$ cat config.mk
export PLATFORM = sky130hd
export DESIGN_NAME = fifo_write_arbiter
export DESIGN_NICKNAME = d
export VERILOG_FILES = /design/src/rtl/fifo_arb_pkg.sv /design/src/rtl/rr_picker.sv /design/src/rtl/fifo_write_arbiter.sv
export SDC_FILE = /design/constraint.sdc
export NUM_CORES = 1
export LEC_CHECK = 0
export CORE_MARGIN = 8
export CORE_UTILIZATION = 39
export CTS_CLUSTER_DIAMETER = 50
export DETAILED_ROUTE_END_ITERATION = 6
export HOLD_SLACK_MARGIN = 0.1
export PLACE_DENSITY = 0.77
export REMOVE_ABC_BUFFERS = 1
export SYNTH_ARGS = -nofsm -noshare
export SYNTH_HDL_FRONTEND = slang
export SYNTH_SLANG_ARGS = --single-unit
$ cat constraint.sdc
create_clock -name wr_clk -period 2.3 [get_ports wr_clk]
set_input_delay 0.345 -clock wr_clk [delete_from_list [all_inputs] [get_ports wr_clk]]
set_output_delay 0.345 -clock wr_clk [all_outputs]
set_load 0.02 [all_outputs]
$ cat src/rtl/fifo_arb_pkg.sv
// Shared types and constants for the FIFO write arbiter.
package fifo_arb_pkg;

  // Arbiter FSM: no owner, or one requester owns the FIFO write port.
  typedef enum logic {
    IDLE  = 1'b0,
    GRANT = 1'b1
  } arb_state_e;

  // Largest supported burst; the beat counter is sized to hold it.
  localparam int MAX_BURST_LIMIT = 16;
  localparam int BURST_CNT_W     = $clog2(MAX_BURST_LIMIT + 1);

endpackage : fifo_arb_pkg

$ cat src/rtl/rr_picker.sv
// Rotating-priority picker: first set request at or after ptr, wrapping.
module rr_picker #(
  parameter int N     = 4,
  parameter int PTR_W = $clog2(N)
) (
  input  logic [N-1:0]     req,
  input  logic [PTR_W-1:0] ptr,
  output logic [N-1:0]     win_onehot,
  output logic [PTR_W-1:0] win_idx,
  output logic             win_valid
);

  // Scan N positions starting at ptr; the first hit wins.
  always_comb begin
    // NOTE: every output gets a default before the loop so no path leaves
    // a value unassigned, which would otherwise infer a latch.
    win_onehot = '0;
    win_idx    = '0;
    win_valid  = 1'b0;
    for (int off = 0; off < N; off++) begin
      logic [PTR_W-1:0] pos;
      pos = PTR_W'((int'(ptr) + off) % N);
      if (!win_valid && req[pos]) begin
        win_valid       = 1'b1;
        win_idx         = pos;
        win_onehot[pos] = 1'b1;
      end
    end
  end

endmodule : rr_picker

$ cat src/rtl/fifo_write_arbiter.sv
// Round-robin burst arbiter feeding a single FIFO write port.
module fifo_write_arbiter
  import fifo_arb_pkg::*;
#(
  parameter int NUM_REQ   = 4,
  parameter int WIDTH     = 8,
  parameter int MAX_BURST = 4
) (
  input  logic                       wr_clk,
  input  logic                       reset,
  input  logic [NUM_REQ-1:0]         req,
  input  logic [NUM_REQ*WIDTH-1:0]   req_data,
  output logic [NUM_REQ-1:0]         req_ready,
  input  logic                       full,
  output logic                       write_en,
  output logic [WIDTH-1:0]           write_data,
  output logic [NUM_REQ-1:0]         grant,
  output logic [$clog2(NUM_REQ)-1:0] grant_id,
  output logic                       busy
);

  localparam int ID_W = $clog2(NUM_REQ);

  arb_state_e             state_q, state_d;
  logic [NUM_REQ-1:0]     grant_q, grant_d;
  logic [ID_W-1:0]        grant_id_q, grant_id_d;
  logic [ID_W-1:0]        rr_ptr_q, rr_ptr_d;
  logic [BURST_CNT_W-1:0] beat_cnt_q, beat_cnt_d;

  logic [WIDTH-1:0]   data_arr [NUM_REQ];
  logic               owner_req;
  logic               last_beat;
  logic [ID_W-1:0]    next_ptr;
  logic [ID_W-1:0]    pick_ptr;
  logic [NUM_REQ-1:0] win_onehot;
  logic [ID_W-1:0]    win_idx;
  logic               win_valid;

  for (genvar i = 0; i < NUM_REQ; i++) begin : g_slice
    assign data_arr[i] = req_data[i*WIDTH +: WIDTH];
  end

  assign owner_req = req[grant_id_q];
  assign last_beat = (beat_cnt_q == BURST_CNT_W'(MAX_BURST - 1));
  assign next_ptr  = (grant_id_q == ID_W'(NUM_REQ - 1)) ? '0 : grant_id_q + 1'b1;
  // While owning, arbitrate from the slot after the owner so a release can
  // hand over in the same cycle and the old owner ranks last.
  assign pick_ptr  = (state_q == GRANT) ? next_ptr : rr_ptr_q;

  rr_picker #(
    .N     (NUM_REQ),
    .PTR_W (ID_W)
  ) u_picker (
    .req        (req),
    .ptr        (pick_ptr),
    .win_onehot (win_onehot),
    .win_idx    (win_idx),
    .win_valid  (win_valid)
  );

  // Write port and handshakes follow the registered owner combinationally.
  assign busy       = (state_q == GRANT);
  assign write_en   = busy & owner_req & ~full & ~reset;
  assign write_data = busy ? data_arr[grant_id_q] : '0;
  assign req_ready  = {NUM_REQ{write_en}} & grant_q;
  assign grant      = grant_q;
  assign grant_id   = grant_id_q;

  // Next-state: grant on request, count beats, release and hand over.
  always_comb begin
    state_d    = state_q;
    grant_d    = grant_q;
    grant_id_d = grant_id_q;
    rr_ptr_d   = rr_ptr_q;
    beat_cnt_d = beat_cnt_q;
    unique case (state_q)
      IDLE: begin
        if (win_valid) begin
          state_d    = GRANT;
          grant_d    = win_onehot;
          grant_id_d = win_idx;
          beat_cnt_d = '0;
        end
      end
      GRANT: begin
        // A full FIFO freezes the burst in place, however long it lasts.
        if (!full) begin
          if (owner_req) beat_cnt_d = beat_cnt_q + 1'b1;
          if (!owner_req || last_beat) begin
            rr_ptr_d   = next_ptr;
            beat_cnt_d = '0;
            if (win_valid) begin
              grant_d    = win_onehot;
              grant_id_d = win_idx;
            end else begin
              state_d    = IDLE;
              grant_d    = '0;
              grant_id_d = '0;
            end
          end
        end
      end
      default: state_d = IDLE;
    endcase
  end

  // State registers with synchronous reset; a reset abandons any burst.
  always_ff @(posedge wr_clk) begin
    // NOTE: non-blocking assignments so every flop samples pre-edge values.
    if (reset) begin
      state_q    <= IDLE;
      grant_q    <= '0;
      grant_id_q <= '0;
      rr_ptr_q   <= '0;
      beat_cnt_q <= '0;
    end else begin
      state_q    <= state_d;
      grant_q    <= grant_d;
      grant_id_q <= grant_id_d;
      rr_ptr_q   <= rr_ptr_d;
      beat_cnt_q <= beat_cnt_d;
    end
  end

endmodule : fifo_write_arbiter

==> impl_results.md, run 1 <==
- Outcome: finished clean
- Chip width: 75.7 um
- Synth cell types: 45
- Clock buffer depth: 2
- Worst VDD drop: 0.000287 V
- 1st-pass router iterations: 4
- Die footprint: 5720 um2
- First-pass GRT wire length: 7360 um
- # fillers: 276
- Total Power: 1.23 mW
- Slew margin rel.: 70.2%
- Drt drc: 0
- Worst-margin pin slew: 448 ps
- RSZ-0062 raised after global routing: yes
- Worst hold-check path type: register to register
- Setup WS post-layout: 45.7 ps
- Synth Area per Inst: 9.31 um2
- Post-Synthesis Cells: 149
- Reg area: 287 um2
- Vias per cell: 5.69
- Pwr per Cell Area: 550 nW/um2
- Worst Path Max Fanout: 5
- Io pins: 59
- Met3 wire length: 446 um
- DR iter-0 viols: 66
- Drt total wl: 4730 um
- DR WL/cell: 17.2 um
- Synth Area in Adders: 8.12%
- Leakage power: 0.874 nW
- Final worst path period need: 2250 ps
- Wl on met1: 1980 um
- Share of cells above drive strength 1: 30.6%
- Synth Area in Simple Gates: 19.5%
- Clock-pin slew on the worst setup and hold paths: 80 ps
- Initial Utilization: 40.9%
- Core area: 3390 um2
- Via count: 1564
- Initial antenna violation count: 0
- Commonest non-fill, non-tap cell in the layout: clkdlybuf4s50_1
- Grt ovf: 0
- Syn-to-layout area delta: 60.9%
- Critical path type: primary input to output pin
- Critical Path RT: 1960 ps
- CTS tree: done
- Seq cells post-synth: 14
- Combinational family with the most area after synthesis: multiplexers
- Worst setup EP type: output pin
- Seq/Total Area, Yosys: 20.2%
- XOR/XNOR Fraction of Synth Area: 0%
- Max_cap viols: 0
- Antenna Cells: 0
- Largest net degree at the start of global routing: 13
- IO buf count: 58
- Clock latency on the worst-skew pair: 290 ps
- Routability-driven placement congestion ratio: 0.889
- Nets@finish: 278
- Final Cycle Share: 98.0%
- Crit path DAT: 1910 ps
- Number of global-route vias before repair: 1625
- Ys async rst share: 0%
- Setup clock skew after layout: 10.5 ps
- Die height: 75.7 um
- Final hold vios: 0
- Final Slew Violations: 0
- Total CTS buffers: 3
- Prevailing post-synth register cell: dfxtp_1
- CP Launch Type: primary input
- DR WL met2: 2250 um
- Commonest non-fill, non-tap cells in the layout: 45 x clkdlybuf4s50_1, 29 x buf_4, 12 x and2_1, 12 x nor2_1
- Max Used Layer: met4
- Clk sinks: 14
- Multi-input logic area: 1080 um2
- Complex-gate fraction of the synthesized area: 22.0%
- H-tree level count: 1
- Max frequency: 0.444 GHz
- CTS Root Cell: clkbuf_4
- Yosys synthesis warning count: 0
- Post-synth EDFFs: 0
- Mapped Area: 1390 um2
- Place WS: -329 ps
- Mux contribution to synthesized area: 25.4%
- Num rows: 21
- Post-detail-place hpwl: 3760 um
- Tot GR Track Use: 16.5%
- Antenna Nets Post-Route: 0
- Final setup fails: 0
[state kept, by name, indices dropped and copies added (netlist names)]
register    count
beat_cnt_q      5
grant           4
grant_id        2
rr_ptr_q        2
busy            1
[cell type report]
type / instances / share of cell area (%)
repair buffers: 87 / 33.7
clock buffers: 4 / 1.63
multi-input cells: 120 / 48.6
flip-flops and latches: 14 / 12.8
inverters: 4 / 0.673
well taps: 46 / 2.58
[Yosys cell counts (all sizes together), types with 2 or more instances]
| library cell | n | area (um2) |
|---|---|---|
| mux4 | 10 | 225 |
| buf | 3 | 20.0 |
| nor2b | 2 | 12.5 |
| inv | 4 | 15.0 |
| ha | 9 | 113 |
| and2 | 12 | 75.1 |
| a21oi | 10 | 50.1 |
| clkbuf | 8 | 31.3 |
| dfxtp | 14 | 280 |
| or4 | 2 | 15.0 |
| nor2 | 13 | 48.8 |
| nand3 | 3 | 15.0 |
| nand4 | 2 | 12.5 |
| a22oi | 5 | 37.5 |
| a311oi | 2 | 35.0 |
| mux2i | 8 | 105 |
| nand2 | 11 | 41.3 |
| mux2 | 2 | 22.5 |
| o21ai | 6 | 30.0 |
| a222oi | 4 | 40.0 |
[path summary, 6_finish.rpt]
path                 startpoint            end  slack (ps)  cells past startpoint
setup / recovery         req[0]       write_en          50                      5
hold / removal    beat_cnt_q[4]  beat_cnt_q[4]         500                      2
setup reg to reg    grant_id[0]       grant[3]          90                      8
hold reg to reg   beat_cnt_q[4]  beat_cnt_q[4]         500                      2
[what timing repair did]
action | CTS | global route
hold buffers | 0 | 0
endpoints found under the setup margin | 18 | 9
gates resized for setup | 32 | 19
pin swaps | 5 | 3
buffers inserted | 4 | 0
[cells by family (layout without fill, tap and decap cells)]
group | Yosys count | after routing
buffers and inverters | 15 | 95
DFF | 14 | 14
and+or+nand+nor | 52 | 52
AOI/OAI and AO/OA | 39 | 39
muxes | 20 | 20
adders and majority gates | 9 | 9
[power by group]
part / switching (mW) / internal (mW) / total, mW
Clock: 0.0854 / 0.0964 / 0.182
Combinational: 0.348 / 0.404 / 0.751
Sequential: 0.0284 / 0.267 / 0.296
[through the flow]
step | hold slack, ps | utilization [%] | cells | cell area [um2] | setup TNS, ps
floorplan | 410 | - | 138 | 1340 | -5230
detailed placement | 496 | 64.0 | 268 | 2170 | -1970
global route | 536 | 65.9 | 275 | 2230 | -27.9
finish | 502 | 65.9 | 275 | 2230 | 0
CTS | 509 | 65.7 | 276 | 2230 | 0
global placement | 470 | 64.0 | 268 | 2170 | -1480
[worst max-delay path: stages]
cell and delay (ps):
clkdlybuf4s50_1 490, mux4_2 270, nor4bb_1 290, buf_4 180, dlygate4sd2_1 330
[routing by layer]
layer,vias to the layer above,global-route usage [%]
li1,738,-
met1,745,18.5
met2,73,29.7
met3,8,3.95
met4,0,5.33
met5,-,0
Power figures use the tool's default switching activity.
==> run 2, diff against run 1 <==
Settings changed: CORE_UTILIZATION 39 to 43, PLACE_DENSITY 0.77 to 0.81, SKIP_CTS_REPAIR_TIMING set to 1.
Clock period 2.3 ns to 2.1 ns, I/O delays scaled along.
==> run 2 against run 1 <==
Compared with the run above:
- the flow now finishes with violations (setup timing)
- design area increased by 2.7%
- combinational power rose by 15%
- sequential share of layout area fell by 0.34 points
- first-iteration DRC count grew 20%
- final cell count down 0.36%
- hold slack improved by 19 ps
- worst setup slack worse by 240 ps
- non-clock buffer count grew 1
- largest power group unchanged
- highest routed layer unchanged
==> impl_results.md, run 2 (synthesized netlist as in run 1, its figures left out) <==
- Outcome: complete, but fails checks (was finished clean)
- Failing checks: setup timing
- Setup total negative slack: -723 ps (was 0 ps)
- Nets@finish: 279 (was 278)
- Final Slew Violations: 0 (unchanged)
- IO buf count: 58 (unchanged)
- Crit path DAT: 2470 ps (was 1910 ps)
- Antenna Nets Post-Route: 0 (unchanged)
- Number of global-route vias before repair: 1532 (was 1625)
- Routability-driven placement congestion ratio: 0.855 (was 0.889)
- DR iter-0 viols: 79 (was 66)
- Clock-pin slew on the worst setup and hold paths: 100 ps (was 80 ps)
- Largest register FFs: 5 (unchanged)
- Critical-path cell with the highest stage delay: dfxtp_4 (was clkdlybuf4s50_1)
- Layout Cells excl Fill: 274 (was 275)
- Worst hold-check path type: register to register (unchanged)
- Buf/Inv on CP: 1 (was 3)
- Final Cycle Share: 109%
- Worst path max stage delay: 370 ps (was 490 ps)
- Final hold vios: 0 (unchanged)
- H-tree level count: 1 (unchanged)
- Slew margin rel.: 73.9% (was 70.2%)
- RSZ-0062 raised after global routing: yes (unchanged)
- Worst Path Max Fanout: 4 (was 5)
- Setup clock skew after layout: 14.3 ps (was 10.5 ps)
- R2r setup slk: -200 ps (was 90 ps)
- Drt drc: 0 (unchanged)
- Worst VDD drop: 0.000420 V (was 0.000287 V)
- 1st-pass router iterations: 5 (was 4)
- Critical Path RT: 2280 ps (was 1960 ps)
- Critical path type: register to register (was primary input to output pin)
- Antenna Cells: 0 (unchanged)
- Tot GR Track Use: 17.2% (was 16.5%)
- Max_cap viols: 0 (unchanged)
- Largest Register: beat_cnt_q (unchanged)
- Die height: 72.8 um (was 75.7 um)
- CTS Root Cell: clkbuf_4 (unchanged)
- Max frequency: 0.436 GHz
- Worst-margin pin slew: 390 ps (was 448 ps)
- Largest net degree at the start of global routing: 12 (was 13)
- Initial antenna violation count: 0 (unchanged)
- Clk sinks: 14 (unchanged)
- Drt total wl: 4820 um (was 4730 um)
- Post-detail-place hpwl: 3840 um (was 3760 um)
- Total Power: 1.39 mW (was 1.23 mW)
- Leakage power: 0.915 nW (was 0.874 nW)
- Clock latency on the worst-skew pair: 290 ps (about the same)
- CP dominant cell by count: ha_4
- Share of cells above drive strength 1: 33.5% (was 30.6%)
- Chip width: 72.8 um (was 75.7 um)
- Syn-to-layout area delta: 65.2% (was 60.9%)
- Vias per cell: 5.77 (was 5.69)
- Grt ovf: 0 (unchanged)
- DP Cell Count: 267 (was 268)
- Num rows: 20 (was 21)
- CTS tree: done (unchanged)
- Io pins: 59 (unchanged)
- Die footprint: 5300 um2 (was 5720 um2)
- Final setup fails: 6 (was 0)
- Initial Utilization: 45.5% (was 40.9%)
- Core area: 3050 um2 (was 3390 um2)
- Final worst path period need: 2300 ps
- Area after DPL: 2190 um2 (was 2170 um2)
- Setup WS post-layout: -195 ps (was 45.7 ps)
- CP Cell Sequence: ha_4 -> nor2_4 -> mux2i_4 -> ha_4 -> mux4_2 -> and2b_2 -> buf_4 -> a222oi_1 -> a21oi_1 (was clkdlybuf4s50_1 -> mux4_2 -> nor4bb_1 -> buf_4 -> dlygate4sd2_1)
- Clock buffer depth: 2 (unchanged)
- First-pass GRT wire length: 7330 um (was 7360 um)
- Pwr per Cell Area: 608 nW/um2 (was 550 nW/um2)
- Total CTS buffers: 3 (unchanged)
- DR WL/cell: 17.6 um (was 17.2 um)
- Commonest non-fill, non-tap cell in the layout: clkdlybuf4s50_1 (unchanged)
- Commonest non-fill, non-tap cells in the layout: 45 x clkdlybuf4s50_1, 29 x buf_4 (was 45 x clkdlybuf4s50_1, 29 x buf_4, 12 x and2_1, 12 x nor2_1)
- CP Launch Type: register (was primary input)
- Worst setup EP type: register (was output pin)
- Fin area: 2290 um2 (was 2230 um2)
- Family with the most delay on the worst path: adder cells (was buffers and inverters)
- Via count: 1582 (was 1564)
[run 2: worst register-to-register path, stage by stage (launching register included)]
cell and delay, ps:
dfxtp_4 370, ha_4 160, nor2_4 130, mux2i_4 110, ha_4 290, mux4_2 310
and2b_2 240, buf_4 150, a222oi_1 330, a21oi_1 110
[run 2: layer usage]
metal / track usage (%) / routed length [um]
met2: 31.1 / 2360
met4: 6.00 / 108
met5: 0 / 0
met1: 19.1 / 1990
met3: 3.85 / 360
[run 2: metrics by stage]
stage	hold slack (ps)	worst slack [ps]	util [%]
4_1_cts	500	-547	72.8
5_1_grt	557	-226	75.1
3_5_place_dp	484	-541	71.6
3_3_place_gp	479	-442	71.6
2_1_floorplan	380	-821	-
6_report	522	-195	75.1
[run 2: where the power goes]
part / leakage, nW / switching [mW] / internal, mW
registers: 0.115 / 0.0315 / 0.293
logic: 0.778 / 0.395 / 0.471
clock network: 0.0210 / 0.0971 / 0.106
total: 0.915 / 0.523 / 0.869
[run 2: final timing paths]
check,end,startpoint,cells past startpoint
setup / recovery,grant[1],grant_id[0],9
hold / removal,beat_cnt_q[4],beat_cnt_q[4],2
setup reg to reg,grant[1],grant_id[0],9
hold reg to reg,beat_cnt_q[4],beat_cnt_q[4],2
[run 2: final cells by class]
cell class | count | area (um2)
timing repair buffer | 88 | 792
sequential | 14 | 287
clock buffer | 4 | 36.3
inverter | 4 | 15.0
fill | 222 | 761
tap | 44 | 55.1
multi-input combinational | 120 | 1110
